### config.mk
export PLATFORM = sky130hd
export DESIGN_NAME = polyphase_sched
export DESIGN_NICKNAME = d
export VERILOG_FILES = /design/src/rtl/polyphase_sched.sv
export SDC_FILE = /design/constraint.sdc
export NUM_CORES = 1
export LEC_CHECK = 0
export CORE_ASPECT_RATIO = 1.75
export CORE_UTILIZATION = 55
export DETAILED_ROUTE_END_ITERATION = 6
export PLACE_DENSITY = 0.79
export SETUP_SLACK_MARGIN = 0.2
export SYNTH_ARGS = -nofsm -noshare
export SYNTH_HDL_FRONTEND = slang
export SYNTH_SLANG_ARGS = --single-unit
### constraint.sdc
create_clock -name clk -period 3.02 [get_ports clk]
set_input_delay 0.604 -clock clk [delete_from_list [all_inputs] [get_ports clk]]
set_output_delay 0.604 -clock clk [all_outputs]
set_load 0.02 [all_outputs]
### src/rtl/polyphase_sched.sv
// Scheduler that time-multiplexes one subfilter across the even, odd and added
// branches of a 2-parallel polyphase FIR, with four-phase handshakes on every side.
module polyphase_sched #(
  parameter int DWIDTH  = 16,
  parameter int DDWIDTH = 2*DWIDTH
) (
  input  logic               clk,
  input  logic               rst,
  output logic               req_in,
  input  logic               ack_in,
  input  logic [DDWIDTH-1:0] data_in,
  output logic               req_out,
  input  logic               ack_out,
  output logic [DDWIDTH-1:0] data_out,
  input  logic               sf_req_in,
  output logic               sf_ack_in,
  output logic [DWIDTH-1:0]  sf_data_in,
  input  logic               sf_req_out,
  output logic               sf_ack_out,
  input  logic [DWIDTH-1:0]  sf_data_out,
  output logic [1:0]         bank_sel,
  output logic [15:0]        frame_cnt
);

  typedef enum logic [2:0] {
    S_REQ  = 3'd0,
    S_INLO = 3'd1,
    S_FEED = 3'd2,
    S_FLO  = 3'd3,
    S_COLL = 3'd4,
    S_CLO  = 3'd5,
    S_OUT  = 3'd6,
    S_OLO  = 3'd7
  } state_t;

  typedef struct packed {
    state_t              state;
    logic                req_in;
    logic                req_out;
    logic                sf_ack_in;
    logic                sf_ack_out;
    logic [1:0]          b;
    logic [DWIDTH-1:0]   a0;
    logic [DWIDTH-1:0]   a1;
    logic [DWIDTH-1:0]   prev_a1;
    logic [DWIDTH-1:0]   x0;
    logic [DWIDTH-1:0]   x1;
    logic [DWIDTH-1:0]   x2;
    logic [DWIDTH-1:0]   y0;
    logic [DWIDTH-1:0]   y1;
    logic [DWIDTH-1:0]   y2;
    logic [DWIDTH-1:0]   sf_data_in;
    logic [DDWIDTH-1:0]  data_out;
    logic [15:0]         frame_cnt;
  } regs_t;

  regs_t             r_q, r_d;
  logic [DWIDTH-1:0] x_sel;

  // Branch input for the bank currently being served.
  always_comb begin
    case (r_q.b)
      2'd0:    x_sel = r_q.x0;
      2'd1:    x_sel = r_q.x1;
      default: x_sel = r_q.x2;
    endcase
  end

  always_comb begin
    // NOTE: r_d takes the full current state first so every path assigns every
    // field; a missing branch then means "hold", never an inferred latch.
    r_d = r_q;
    case (r_q.state)
      S_REQ: begin
        r_d.req_in = 1'b1;
        if (r_q.req_in && ack_in) begin
          r_d.a0     = data_in[DDWIDTH-1 -: DWIDTH];
          r_d.a1     = data_in[DWIDTH-1:0];
          r_d.req_in = 1'b0;
          r_d.state  = S_INLO;
        end
      end
      S_INLO: begin
        if (!ack_in) begin
          r_d.x0      = r_q.a1 - r_q.a0;
          r_d.x1      = r_q.prev_a1 - r_q.a0;
          r_d.x2      = r_q.a0;
          r_d.prev_a1 = r_q.a1;
          r_d.b       = 2'd0;
          r_d.state   = S_FEED;
        end
      end
      // A result offered while feeding is ignored; the feed always wins.
      S_FEED: begin
        if (sf_req_in) begin
          r_d.sf_data_in = x_sel;
          r_d.sf_ack_in  = 1'b1;
          r_d.state      = S_FLO;
        end
      end
      S_FLO: begin
        if (!sf_req_in) begin
          r_d.sf_ack_in = 1'b0;
          r_d.state     = S_COLL;
        end
      end
      S_COLL: begin
        if (sf_req_out) begin
          case (r_q.b)
            2'd0:    r_d.y0 = sf_data_out;
            2'd1:    r_d.y1 = sf_data_out;
            default: r_d.y2 = sf_data_out;
          endcase
          r_d.sf_ack_out = 1'b1;
          r_d.state      = S_CLO;
        end
      end
      S_CLO: begin
        if (!sf_req_out) begin
          r_d.sf_ack_out = 1'b0;
          if (r_q.b == 2'd2) begin
            r_d.state = S_OUT;
          end else begin
            r_d.b     = r_q.b + 2'd1;
            r_d.state = S_FEED;
          end
        end
      end
      // First cycle presents the recombined frame; the ack is only honoured once req_out is up.
      S_OUT: begin
        if (!r_q.req_out) begin
          r_d.req_out  = 1'b1;
          r_d.data_out = {r_q.y1 + r_q.y2, r_q.y0 + r_q.y2};
        end else if (ack_out) begin
          r_d.req_out   = 1'b0;
          r_d.frame_cnt = r_q.frame_cnt + 16'd1;
          r_d.state     = S_OLO;
        end
      end
      S_OLO: begin
        if (!ack_out) r_d.state = S_REQ;
      end
      default: r_d.state = S_REQ;
    endcase
  end

  // NOTE: every register, data included, is cleared by reset so a frame cut
  // short mid-flight leaves nothing behind; S_REQ is encoded as zero.
  always_ff @(posedge clk or negedge rst) begin
    // NOTE: non-blocking assignment for all state so every register sees the
    // pre-edge values of the others.
    if (!rst) r_q <= '0;
    else      r_q <= r_d;
  end

  assign req_in     = r_q.req_in;
  assign req_out    = r_q.req_out;
  assign data_out   = r_q.data_out;
  assign sf_ack_in  = r_q.sf_ack_in;
  assign sf_ack_out = r_q.sf_ack_out;
  assign sf_data_in = r_q.sf_data_in;
  assign bank_sel   = r_q.b;
  assign frame_cnt  = r_q.frame_cnt;

endmodule

==> results.toml <==
[run]
maxCapViolCount = 0

[synthesis]
ys_seq_area_share_pct = 45.7
ys_top_cells_by_area = "dfrtp_1 (46%), ha_1 (6.7%), nand2_1 (6.2%)"
synthCells = 1195
synthFlopType = "dfrtp_1"
ys_top_cells_by_count = "dfrtp_1 (217), nand2_1 (195), o21ai_0 (94)"
ys.warnings.count = 0
synth.net_count = 1317
synth_area_sq_um = 11900
synth_edf_count = 0
synth-seq-cells = 217
yosysMostFrequentCell = "dfrtp_1"
synth_top_area_share_pct = 45.7
synthArstFlopShare_pct = 100
avgSynthCellArea_sq_um = 9.94
yosysTopAreaCell = "dfrtp_1"
synth.distinct_cells = 64

[clock_network]
clk_pin_slew_ns = 0.07
ctsResizeCount = 0
cts-root-buf = "clkbuf_16"
clock_latency_ns = 0.49
cts_buffer_depth = 3
clock_sinks = 217
cts_made_buffers = 21
cts_max_level = 1
post_cts_buffers = 0
cts_hold_buf = 0
cts_tree = "built"

[power_and_ir_drop]
vdd_drop_max_v = 0.000754
swShare_pct = 41.3
power.internal_mw = 8.96
seqPwrFrac_pct = 32.1
net-switching-power_mw = 6.30
combPwrFrac_pct = 51.2
p_clk_share_pct = 16.7
power.leakage_nw = 6.26
p_per_area_nw_per_um2 = 1120

[setup_path]
path_class = "flip-flop to flip-flop"
cp-start-kind = "flip-flop"
worstPathArrival_ns = 2.93
crit_path_end_kind = "flip-flop"
required_ns = 3.37
critPathMaxFanout = 3

[global_route]
antenna_found_initial = 0
grt-ovfl-total = 0
grt.met3_usage_pct = 2.68
top_usage_layer = "met2"
grt_pass1_wl_um = 42200
grt_max_degree = 86
grt_pass1_vias = 8751
globalRouteMet2Util_pct = 45.0
grt_use_met1_pct = 25.9
track_usage_pct = 23.6

[timing]
timing.final.crit_share_pct = 85.4
relSlewSlack_pct = 54.9
drv_slew = 0
rsz0062_at_grt = "no"
tns_ns = 0
setup-violations-final = 0
max_slew.worst_pin.slew_ns = 0.673
period_needed_ns = 2.58
finClkSkew_ns = 0.0110
holdWs_ns = 0.0142
hold_viol_final = 0
fmaxAchievable_mhz = 388

[finish]
final_area_sq_um = 13700
area_delta_synth_final_pct = 14.9
drive_gt1_share_pct = 9.88
diodes = 0
nets = 1375

[die]
num_rows = 70
core_area_sq_um = 21000
start_util_pct = 56.5
die_h_um = 196
dieArea_sq_um = 22200
ios = 124
die_w_um = 113

[routing]
vias_per_cell = 5.74
drc = 0
post_drt_wl_per_cell_um = 16.9
ant_nets = 0
firstDrtPassIters = 5
vias = 8711
routed_wl_um = 25600
drtIter0Drc = 480

[place]
placement.cell_area_sq_um = 13000
dp_hpwl_um = 19300
io_buffer_count = 123
place_congestion = 0.927

[outcome]
run_status = "finished clean"

[min_path]
hp-class = "input pin to asynchronous set/reset pin"
cells by family (layout without fill, tap and decap cells):
kind of cell	Yosys count	count (layout)	share of synthesized area, %
adder cells (fa/ha/maj)	68	68	7.42
flip-flops	217	217	45.7
multiplexers	90	90	8.56
AO/OA/AOI/OAI	269	269	14.2
buffers and inverters	146	216	6.84
AND/OR/NAND/NOR	349	349	13.1
XOR/XNOR	56	56	4.13
routing by layer:
metal  share of wire, %  vias up
li1                   -     4259
met1                 38     4193
met2                 55      190
met3                3.3       69
met4                3.6        0
met5                  0        -
placed cells by master, fill, tap and decap left out, drive strengths merged, types with 17 or more instances in the layout:
master           n
a21oi           38
a22oi           17
a31oi           21
buf             28
clkbuf          24
clkdlybuf4s50  122
dfrtp          217
ha              64
inv             32
mux2            83
nand2          195
nand3           18
nor2            60
o21ai           99
xnor2           31
xor2            25
worst max-delay path, stage by stage, from the launching register on:
cell and delay [ns]:
dfrtp_1 0.40, ha_1 0.25, fa_1 0.43, a211oi_1 0.26, o21bai_1 0.21, a221o_1 0.41, a31oi_1 0.22, xor2_1 0.16
o21ai_0 0.08
cell type report:
type / count / area (sq um)
Sequential cell: 217 / 5430
Multi-Input combinational cell: 832 / 5650
Inverter: 31 / 116
Tap cell: 252 / 315
Clock buffer: 24 / 567
Clock inverter: 11 / 93.8
Timing Repair Buffer: 150 / 1480
Fill cell: 1698 / 7370
state kept, by name, summed over array words and instances, names as in the netlist:
register,cells
req_in,1
r_q,147
data_out,32
sf_ack_in,1
frame_cnt,16
sf_ack_out,1
req_out,1
sf_data_in,16
bank_sel,2
metrics by stage:
stage	util, %	instances	total power, mW	worst slack [ns]
floorplan	-	1195	10.7	0.760
global placement	61.8	1482	12.4	0.468
detailed placement	61.8	1482	12.7	0.460
CTS	64.9	1517	15.3	0.435
global route	64.9	1517	16.4	0.371
finish	64.9	1517	15.3	0.440
power groups by stage:
stage / Clock, mW / Combinational [mW] / Sequential, mW
floorplan: 0 / 5.94 / 4.73
global placement: 0 / 7.54 / 4.89
detailed placement: 0 / 7.77 / 4.95
CTS: 2.62 / 7.80 / 4.90
global route: 2.72 / 8.63 / 5.06
finish: 2.55 / 7.81 / 4.90
worst paths after layout:
kind / startpoint / endpoint / slack [ns] / cells after the start
setup / recovery: r_q[64]$_DFFE_PN0P_ / data_out[26]$_DFFE_PN0P_ / 0.44 / 8
hold / removal: rst / r_q[178]$_DFFE_PN0P_ / 0.01 / 1
setup reg to reg: r_q[64]$_DFFE_PN0P_ / data_out[26]$_DFFE_PN0P_ / 0.44 / 8
hold reg to reg: frame_cnt[15]$_DFFE_PN0P_ / frame_cnt[15]$_DFFE_PN0P_ / 0.47 / 1
max in group asynchronous: rst / data_out[22]$_DFFE_PN0P_ / 2.19 / 2
min in group clk: frame_cnt[15]$_DFFE_PN0P_ / frame_cnt[15]$_DFFE_PN0P_ / 0.47 / 1
Note: power is estimated with default switching activity, not from simulation.
